File: src/rtl/gcd_pkg.sv
// ============================================================================
// Module  : gcd_pkg
// Brief   : Shared constants for the GCD result display: segment patterns,
//           conversion FSM encoding and digit layout.
// Revision: 1.0 - initial release
// ============================================================================
`default_nettype none

package gcd_pkg;

  localparam int DIGITS = 3;

  // Conversion FSM encoding
  localparam logic [1:0] ST_IDLE   = 2'd0;
  localparam logic [1:0] ST_SHIFT  = 2'd1;
  localparam logic [1:0] ST_COMMIT = 2'd2;

  // Active-high segment patterns, bit order {g,f,e,d,c,b,a}
  localparam logic [6:0] SEG_0   = 7'h3F;
  localparam logic [6:0] SEG_1   = 7'h06;
  localparam logic [6:0] SEG_2   = 7'h5B;
  localparam logic [6:0] SEG_3   = 7'h4F;
  localparam logic [6:0] SEG_4   = 7'h66;
  localparam logic [6:0] SEG_5   = 7'h6D;
  localparam logic [6:0] SEG_6   = 7'h7D;
  localparam logic [6:0] SEG_7   = 7'h07;
  localparam logic [6:0] SEG_8   = 7'h7F;
  localparam logic [6:0] SEG_9   = 7'h6F;
  localparam logic [6:0] SEG_OFF = 7'h00;

  typedef struct packed {
    logic [3:0] hund;
    logic [3:0] tens;
    logic [3:0] ones;
  } bcd_t;

  function automatic logic [6:0] seg_decode(input logic [3:0] nib);
    logic [6:0] pat;
    case (nib)
      4'd0:    pat = SEG_0;
      4'd1:    pat = SEG_1;
      4'd2:    pat = SEG_2;
      4'd3:    pat = SEG_3;
      4'd4:    pat = SEG_4;
      4'd5:    pat = SEG_5;
      4'd6:    pat = SEG_6;
      4'd7:    pat = SEG_7;
      4'd8:    pat = SEG_8;
      4'd9:    pat = SEG_9;
      default: pat = SEG_OFF;
    endcase
    return pat;
  endfunction

endpackage

`default_nettype wire

File: src/rtl/gcd_seg_display_bin2bcd.sv
// ============================================================================
// Module  : bin2bcd_dd
// Brief   : Sequential double-dabble converter, 8-bit binary to 3 BCD digits,
//           one shift per clock after a load.
// Revision: 1.0 - initial release
// ============================================================================
`default_nettype none

module bin2bcd_dd
  import gcd_pkg::*;
(
  input  logic        clk,
  input  logic        rst,
  input  logic        load,
  input  logic [7:0]  value,
  output logic        busy,
  output logic        done,
  output logic [11:0] bcd
);

  logic [19:0] r_shreg;
  logic [2:0]  r_cnt;
  logic        r_busy;
  logic [19:0] w_adj;

  // Add-3 correction on each BCD nibble; nibbles never carry into each other
  always_comb begin
    w_adj = r_shreg;
    for (int i = 0; i < DIGITS; i++) begin
      if (r_shreg[8+4*i +: 4] >= 4'd5)
        w_adj[8+4*i +: 4] = r_shreg[8+4*i +: 4] + 4'd3;
    end
  end

  always_ff @(posedge clk or posedge rst) begin
    if (rst) begin
      r_shreg <= '0;
      r_cnt   <= '0;
      r_busy  <= 1'b0;
    end else if (load) begin
      r_shreg <= {12'h000, value};
      r_cnt   <= '0;
      r_busy  <= 1'b1;
    end else if (r_busy) begin
      r_shreg <= {w_adj[18:0], 1'b0};
      r_cnt   <= r_cnt + 3'd1;
      if (r_cnt == 3'd7)
        r_busy <= 1'b0;
    end
  end

  // done marks the clock on which the eighth shift happens
  assign done = r_busy && (r_cnt == 3'd7);
  assign busy = r_busy;
  assign bcd  = r_shreg[19:8];

endmodule

`default_nettype wire

File: src/rtl/gcd_seg_display.sv
// ============================================================================
// Module  : gcd_seg_display
// Brief   : Converts the 8-bit GCD result to decimal and scans it onto a
//           3-digit multiplexed 7-segment display with leading-zero blanking.
// Revision: 1.0 - initial release
// ============================================================================
`default_nettype none

module gcd_seg_display
  import gcd_pkg::*;
#(
  parameter int REFRESH_DIV = 100000,
  parameter bit SEG_ACT_LOW = 1'b1
) (
  input  logic       clk,
  input  logic       rst,
  input  logic [7:0] value,
  output logic [6:0] seg,
  output logic [2:0] an,
  output logic       busy
);

  localparam int             PRE_W   = (REFRESH_DIV > 2) ? $clog2(REFRESH_DIV) : 1;
  localparam logic [PRE_W-1:0] PRE_MAX = PRE_W'(REFRESH_DIV - 1);
  localparam logic [6:0]     SEG_INV = {7{SEG_ACT_LOW}};
  localparam logic [2:0]     AN_INV  = {3{SEG_ACT_LOW}};

  logic [1:0]       r_state;
  logic [7:0]       r_last_val;
  bcd_t             r_disp;
  logic             r_busy;
  logic [PRE_W-1:0] r_pre;
  logic [1:0]       r_idx;

  logic             w_load;
  logic             w_conv_busy;
  logic             w_conv_done;
  logic [11:0]      w_conv_bcd;
  logic [3:0]       w_nib;
  logic             w_blank;
  logic [6:0]       w_seg;
  logic [2:0]       w_an;

  assign w_load = (r_state == ST_IDLE) && !w_conv_busy && (value != r_last_val);

  bin2bcd_dd u_bin2bcd (
    .clk   (clk),
    .rst   (rst),
    .load  (w_load),
    .value (value),
    .busy  (w_conv_busy),
    .done  (w_conv_done),
    .bcd   (w_conv_bcd)
  );

  // Changes arriving mid-conversion are picked up on the next IDLE compare
  always_ff @(posedge clk or posedge rst) begin
    if (rst) begin
      r_state    <= ST_IDLE;
      r_last_val <= 8'd0;
      r_disp     <= '0;
      r_busy     <= 1'b0;
    end else begin
      case (r_state)
        ST_IDLE: begin
          if (w_load) begin
            r_last_val <= value;
            r_busy     <= 1'b1;
            r_state    <= ST_SHIFT;
          end
        end
        ST_SHIFT: begin
          if (w_conv_done)
            r_state <= ST_COMMIT;
        end
        ST_COMMIT: begin
          r_disp  <= w_conv_bcd;
          r_busy  <= 1'b0;
          r_state <= ST_IDLE;
        end
        default: r_state <= ST_IDLE;
      endcase
    end
  end

  always_ff @(posedge clk or posedge rst) begin
    if (rst) begin
      r_pre <= '0;
      r_idx <= 2'd0;
    end else if (r_pre == PRE_MAX) begin
      r_pre <= '0;
      r_idx <= (r_idx == 2'd2) ? 2'd0 : r_idx + 2'd1;
    end else begin
      r_pre <= r_pre + 1'b1;
    end
  end

  always_comb begin
    w_nib   = r_disp.ones;
    w_blank = 1'b0;
    w_an    = 3'b001;
    case (r_idx)
      2'd1: begin
        w_nib   = r_disp.tens;
        w_blank = (r_disp.hund == 4'd0) && (r_disp.tens == 4'd0);
        w_an    = 3'b010;
      end
      2'd2: begin
        w_nib   = r_disp.hund;
        w_blank = (r_disp.hund == 4'd0);
        w_an    = 3'b100;
      end
      default: ;
    endcase
    w_seg = w_blank ? SEG_OFF : seg_decode(w_nib);
    if (w_blank)
      w_an = 3'b000;
  end

  always_ff @(posedge clk or posedge rst) begin
    if (rst) begin
      seg <= SEG_OFF ^ SEG_INV;
      an  <= 3'b000 ^ AN_INV;
    end else begin
      seg <= w_seg ^ SEG_INV;
      an  <= w_an ^ AN_INV;
    end
  end

  assign busy = r_busy;

endmodule

`default_nettype wire

File: config.mk
export PLATFORM = sky130hd
export DESIGN_NAME = gcd_seg_display
export DESIGN_NICKNAME = d
export VERILOG_FILES = /design/src/rtl/gcd_pkg.sv /design/src/rtl/gcd_seg_display_bin2bcd.sv /design/src/rtl/gcd_seg_display.sv
export SDC_FILE = /design/constraint.sdc
export NUM_CORES = 1
export LEC_CHECK = 0
export BUFFER_PORTS_ARGS = -buffer_cell sky130_fd_sc_hd__buf_2
export CORE_MARGIN = 3
export CORE_UTILIZATION = 25
export CTS_CLUSTER_SIZE = 25
export DETAILED_ROUTE_END_ITERATION = 6
export GPL_ROUTABILITY_DRIVEN = 0
export PLACE_DENSITY = 0.49
export SYNTH_ARGS = -nofsm -noshare
export SYNTH_HDL_FRONTEND = slang
export SYNTH_SLANG_ARGS = --single-unit
export TNS_END_PERCENT = 20
File: constraint.sdc
create_clock -name clk -period 7.2 [get_ports clk]
set_clock_uncertainty 0.2 [all_clocks]
set_input_delay 1.44 -clock clk [delete_from_list [all_inputs] [get_ports clk]]
set_output_delay 1.44 -clock clk [all_outputs]
set_load 0.01 [all_outputs]
==> results of run 1 <==
[cell families after synthesis]
| logic type | count (synthesis) |
|---|---|
| fa+ha+maj | 18 |
| buf+inv | 35 |
| compound gates | 74 |
| mux | 20 |
| xor+xnor | 26 |
| flops | 76 |
| simple gates | 103 |
[worst register-to-register path, stage by stage, from the launching register on]
cell      delay, ns
dfrtp_1        0.38
inv_1          0.09
ha_1           0.53
nor2_1         0.09
a21oi_1        0.30
inv_1          0.14
ha_1           0.24
a211oi_1       0.20
a211oi_1       0.07
o21ai_0        0.21
[final timing paths]
check / to / slack (ns) / startpoint
setup / recovery: r_last_val[2] / 4.14 / value[4]
hold / removal: busy / 0.28 / busy
setup reg to reg: seg[4] / 4.66 / r_idx[1]
hold reg to reg: busy / 0.28 / busy
max in group asynchronous: r_last_val[6] / 4.97 / rst
min in group asynchronous: r_pre[5] / 1.19 / rst
[metrics by stage]
step	instance area [sq um]	total power [uW]	std cells	utilization, %
CTS	4290	1630	562	29.4
floorplan	3730	1080	352	-
global route	4290	1750	562	29.4
finish	4290	1610	562	29.4
global placement	4020	1190	546	27.6
detailed placement	4020	1220	546	27.6
[routing by layer]
metal / vias to the layer above / global-route usage [%] / wire, um / share of wire [%]
li1: 1276 / - / - / -
met1: 1199 / 12.4 / 3450 / 50
met2: 50 / 14.2 / 3060 / 44
met3: 9 / 2.92 / 308 / 4.4
met4: 0 / 3.56 / 99 / 1.4
met5: - / 0 / 0 / 0
[layout by cell type, fill, tap and decap left out, types with 5 or more instances in the layout]
| cell type | Yosys | final |
|---|---|---|
| a21oi_1 | 9 | 9 |
| buf_2 | 0 | 20 |
| clkbuf_16 | 0 | 9 |
| dfrtp_1 | 66 | 66 |
| dfstp_2 | 10 | 10 |
| ha_1 | 18 | 18 |
| inv_1 | 23 | 22 |
| mux2_2 | 12 | 12 |
| mux2i_1 | 7 | 7 |
| nand2_1 | 39 | 39 |
| nand2b_1 | 9 | 9 |
| nand3_1 | 8 | 8 |
| nand4_1 | 5 | 5 |
| nor2_1 | 14 | 14 |
| nor2b_1 | 5 | 5 |
| nor3_1 | 7 | 7 |
| o211ai_1 | 10 | 10 |
| o21ai_0 | 24 | 24 |
| xnor2_1 | 18 | 18 |
| xor2_1 | 8 | 8 |
[power groups by stage]
stage	Sequential (uW)	Clock, uW	Combinational, uW
finish	674	405	531
global route	694	440	614
CTS	675	421	538
detailed placement	681	0	535
global placement	678	0	517
floorplan	667	0	412
[registers in the layout, summed over array words and instances, names as in the netlist]
name	flops
u_bin2bcd.r_shreg	20
busy	1
r_disp	12
r_idx	2
r_last_val	8
seg	7
r_pre	17
u_bin2bcd.busy	1
an	3
r_state	2
u_bin2bcd.r_cnt	3
[final cells by class]
cell class | instances | share of cell area [%]
Sequential cell | 76 | 44.6
Inverter | 23 | 2.01
Multi-Input combinational cell | 241 | 39.1
Tap cell | 184 | 5.36
Timing Repair Buffer | 22 | 2.68
Clock buffer | 11 | 5.65
Clock inverter | 5 | 0.641
[cells in the mapped netlist, types with 7 or more instances]
library cell  number  share of area [%]
dfrtp_1           66                 44
nand2_1           39                3.9
o21ai_0           24                3.2
inv_1             23                2.3
ha_1              18                6.0
xnor2_1           18                4.2
nor2_1            14                1.4
mux2_2            12                3.6
clkbuf_1          10                1.0
dfstp_2           10                7.0
o211ai_1          10                2.0
a21oi_1            9                1.2
nand2b_1           9                1.5
nand3_1            8                1.1
xor2_1             8                1.9
mux2i_1            7                1.9
nor3_1             7               0.94
==> reports/summary.txt, run 1 <==
run status - complete, no violations
Max Freq - 327 MHz
row count - 44
first-pass GRT wire length - 12400 um
Cell Area, Synth - 3730 sq um
final hold vios - 0
Critical Path Source Type - input pin
Post-Synth XOR/XNOR Area - 6.11%
ys flop type - dfrtp_1
sw frac - 34.4%
vias per inst - 4.51
Die Wd - 128 um
vias in the first global route - 2593
antenna violations before repair - 0
area fraction in compound gates after synthesis - 12.8%
clk_lat worst skew - 0.33 ns
Detailed Place HPWL - 4740 um
drt wl/cell - 12.3 um
critical path fanouts, max - 24
max-slew violations - 0
Logic pwr share - 33.0%
largest family of logic cells by synthesized area - simple AND/OR/NAND/NOR gates
max_cap viols - 0
Synth Register Bits - 76
clk sinks - 76
Nets - 401
RSZ-0062 raised after global routing - false
Power Density - 375 nW/um^2
ant diodes - 0
worst path buffer plus inverter count - 1
syn avg cell area - 10.6 sq um
CTS clk-pin slew, worst paths - 0.06 ns
Core Box Area - 14600 sq um
Post-synth EDFFs - 0
die area - 16400 sq um
Root Driver - clkbuf_16
initial DRC count - 112
sequential power share - 41.9%
Synth Area in Adders - 6.04%
first drt pass iteration count - 5
IO Pins - 21
critical path class - input pin to flop
Hold/Removal Path Class - flop to flop
Clock Path Buffers - 2
post-CTS setup buffers - 0
total grt overflow - 0
# H-tree levels - 3
hold-critical path depth - 2
Post-CTS Resized - 0
critical path arrival - 3.07 ns
mux contribution to synthesized area - 5.90%
Leak - 0.00185 uW
Ys Warns - 0
Global Route Usage Sum - 9.31%
clock power share - 25.1%
Cell Chain, Critical Path - buf_2 -> xnor2_1 -> nand4_1 -> o21a_1 -> mux2_2
Syn Nets - 380
endpoints failing setup - 0
Worst Tran Pin Value - 0.955 ns
Vias - 2534
layout cell share with drive strength beyond 1 - 17.5%
Final Cycle Share - 42.5%
sequential standard cell area - 1910 sq um
post-route ant nets - 0
worst path required time - 7.22 ns
setup TNS - 0 ns
delay-heaviest family, CP - compound AO/OA/AOI/OAI gates
height of the die - 128 um
post-synthesis sequential area ratio - 51.3%
Detailed Route WL - 6920 um
CTS tree - built
Fill cells - 1485
async set-reset flop share out of synthesis - 100%
area of the multi-input gates - 1680 sq um
Rel. slew slack - 36.3%
Layout area overhead - 15.1%
Crit-path slowest cell - o21a_1
Final Critical Period - 3.06 ns
Mapped Cells - 352
Worst IR Drop VDD - 0.000152 V
Min Hold Slack - 0.281 ns
Starting Density - 25.6%
total internal power - 1060 uW
Worst setup EP type - flop
Switch Pwr - 554 uW
DRC - 0
FF-to-FF path depth - 9
simple-gate portion of the synthesized area - 14.1%
Setup WS pre-CTS - 3.79 ns
CTS Hold Bufs - 0
Synth cell types - 46
fin worst setup slack - 4.14 ns
CTS Buf Count - 9
CP max stage delay - 0.72 ns
Worst path depth - 5
pin count of the biggest net entering global routing - 77
Port Buffer Count - 20
Power figures use the tool's default switching activity.
==> run 2, diff against run 1 <==
- clock period: 7.2 -> 3.1 ns (I/O delays scaled with it)
==> run 2 against run 1 <==
Compared with the run above: hold slack lost 0.13 ns; critical path depth grew 4; power rose by 140%; wire length down 1.3%; sequential power is 130% higher; final cell count increased by 0.36%; non-clock buffer count increased by 2; die area is the same; via count decreased by 0.16%; sequential share of layout area fell by 0.63 points; register-to-register slack lost 4.1 ns; first-iteration DRC count rose by 15%; critical path type is now flop to flop; critical endpoint is now seg[4].
==> reports/summary.txt, run 2 (synthesis gave the netlist of run 1 again) <==
Final Critical Period - 2.53 ns
fin cells - 564 (+0.36%)
Worst Tran Pin Value - 0.772 ns (-0.184 ns)
initial DRC count - 129 (+15%)
commonest cells after routing, fill and taps aside - dfrtp_1 (66), nand2_1 (39), o21ai_0 (24)
Nets - 403 (+0.50%)
CTS tree - built
Root Driver - clkbuf_16
antenna violations before repair - 0 (unchanged)
layout cell share with drive strength beyond 1 - 17.9% (+0.43 points)
critical path arrival - 2.58 ns (-0.49 ns)
max_cap viols - 0 (unchanged)
Detailed Route WL - 6830 um (-1.3%)
RSZ-0062 raised after global routing - false
critical path class - flop to flop
Die Wd - 128 um (unchanged)
Post-CTS Resized - 0 (unchanged)
# H-tree levels - 3 (unchanged)
Worst path depth - 9 (+4)
IO Pins - 21 (unchanged)
Reg-to-Reg End - seg[4]
Switch Pwr - 1270 uW (+130%)
most common cell after layout, fill and taps aside - dfrtp_1
Core Box Area - 14600 sq um (unchanged)
Worst setup EP type - flop
Min Hold Slack - 0.152 ns (-0.128 ns)
first-pass GRT wire length - 12100 um (-2.3%)
worst path required time - 3.15 ns (-4.07 ns)
post-CTS setup buffers - 0 (unchanged)
delay-heaviest family, CP - adder cells
drt wl/cell - 12.1 um (-1.7%)
Max Freq - 395 MHz
endpoints failing setup - 0 (unchanged)
row count - 44 (unchanged)
die area - 16400 sq um (unchanged)
sw frac - 33.2% (-1.2 points)
clk sinks - 76 (unchanged)
total grt overflow - 0 (unchanged)
CTS clk-pin slew, worst paths - 0.06 ns (about the same)
Power Density - 881 nW/um^2 (+130%)
Vias - 2530 (-0.16%)
total internal power - 2560 uW (+140%)
Layout area overhead - 16.7%
dpl cells - 548 (+0.37%)
Worst IR Drop VDD - 0.000403 V (+170%)
DRC - 0 (unchanged)
first drt pass iteration count - 4 (-1)
clock power share - 27.2% (+2.1 points)
Starting Density - 25.6% (unchanged)
Setup crit end - seg[4]
pin count of the biggest net entering global routing - 50 (-35%)
Final Cycle Share - 81.8%
largest reg by FF count - u_bin2bcd.r_shreg
vias in the first global route - 2560 (-1.3%)
worst path buffer plus inverter count - 2 (+1)
post-route ant nets - 0 (unchanged)
setup TNS - 0 ns (unchanged)
Clock Path Buffers - 2 (unchanged)
max reg flops - 20 (unchanged)
FF-to-FF path depth - 9 (unchanged)
vias per inst - 4.49 (-0.51%)
Critical Path Source - r_idx[1]
clk_lat worst skew - 0.33 ns (about the same)
final hold vios - 0 (unchanged)
max-slew violations - 0 (unchanged)
height of the die - 128 um (unchanged)
CTS Hold Bufs - 0 (unchanged)
Port Buffer Count - 20 (unchanged)
biggest registers after layout - u_bin2bcd.r_shreg: 20 flops, r_pre: 17 flops, r_disp: 12 flops
CP max stage delay - 0.54 ns (-0.18 ns)
Global Route Usage Sum - 9.01% (-0.30 points)
Detailed Place HPWL - 4820 um (+1.9%)
run status - complete, no violations
critical path fanouts, max - 14 (-42%)
Crit-path slowest cell - ha_1
Critical Path Source Type - flop
Cell Chain, Critical Path - inv_1 -> ha_1 -> nor2_1 -> a21oi_1 -> inv_1 -> ha_1 -> a211oi_1 -> a211oi_1 -> o21ai_0
Hold/Removal Path Class - input pin to async pin
ant diodes - 0 (unchanged)
Rel. slew slack - 48.5% (+12 points)
sequential power share - 40.7% (-1.2 points)
r2r setup slk - 0.57 ns (-4.09 ns)
Leak - 0.00188 uW (+1.5%)
Logic pwr share - 32.1% (-0.9 points)
worst r2r src - r_idx[1]
CTS Buf Count - 9 (unchanged)
-- run 2: final cells by class --
type,instances,area [sq um]
Fill cell,1514,10200
Sequential cell,76,1910
Multi-Input combinational cell,241,1680
Clock buffer,12,256
Tap cell,184,230
Timing Repair Buffer,24,143
Inverter,23,86.3
Clock inverter,4,47.5
-- run 2: power groups by stage --
stage / Sequential, uW / Combinational, uW / Clock, uW
floorplan: 1550 / 957 / 0
global placement: 1570 / 1210 / 0
detailed placement: 1580 / 1240 / 0
CTS: 1560 / 1250 / 1080
global route: 1610 / 1410 / 1120
finish: 1560 / 1230 / 1040
-- run 2: per-stage QoR --
stage | setup WS, ns | cell area (sq um) | utilization [%] | total power (uW)
after CTS | 0.543 | 4350 | 29.8 | 3900
after detailed placement | 0.491 | 4050 | 27.8 | 2820
after floorplan | 0.358 | 3730 | - | 2510
final | 0.566 | 4350 | 29.8 | 3840
after global placement | 0.564 | 4050 | 27.8 | 2780
after global routing | 0.344 | 4350 | 29.8 | 4140
-- run 2: worst min path at each step --
stage                      to  depth (start not counted)  startpoint  slack, ns
floorplan            r_pre[0]                          1    r_pre[0]       0.24
global placement         busy                          2        busy       0.26
detailed placement       busy                          2        busy       0.27
CTS                  r_pre[3]                          2         rst       0.18
global route        r_pre[13]                          2         rst       0.21
finish              r_pre[13]                          2         rst       0.15
-- run 2: layer usage --
metal | track usage [%] | vias to the layer above | part of all wire [%]
li1 | - | 1277 | -
met1 | 11.9 | 1212 | 50
met2 | 14.0 | 30 | 44
met3 | 2.54 | 11 | 3.4
met4 | 3.56 | 0 | 1.8
met5 | 0 | - | 0
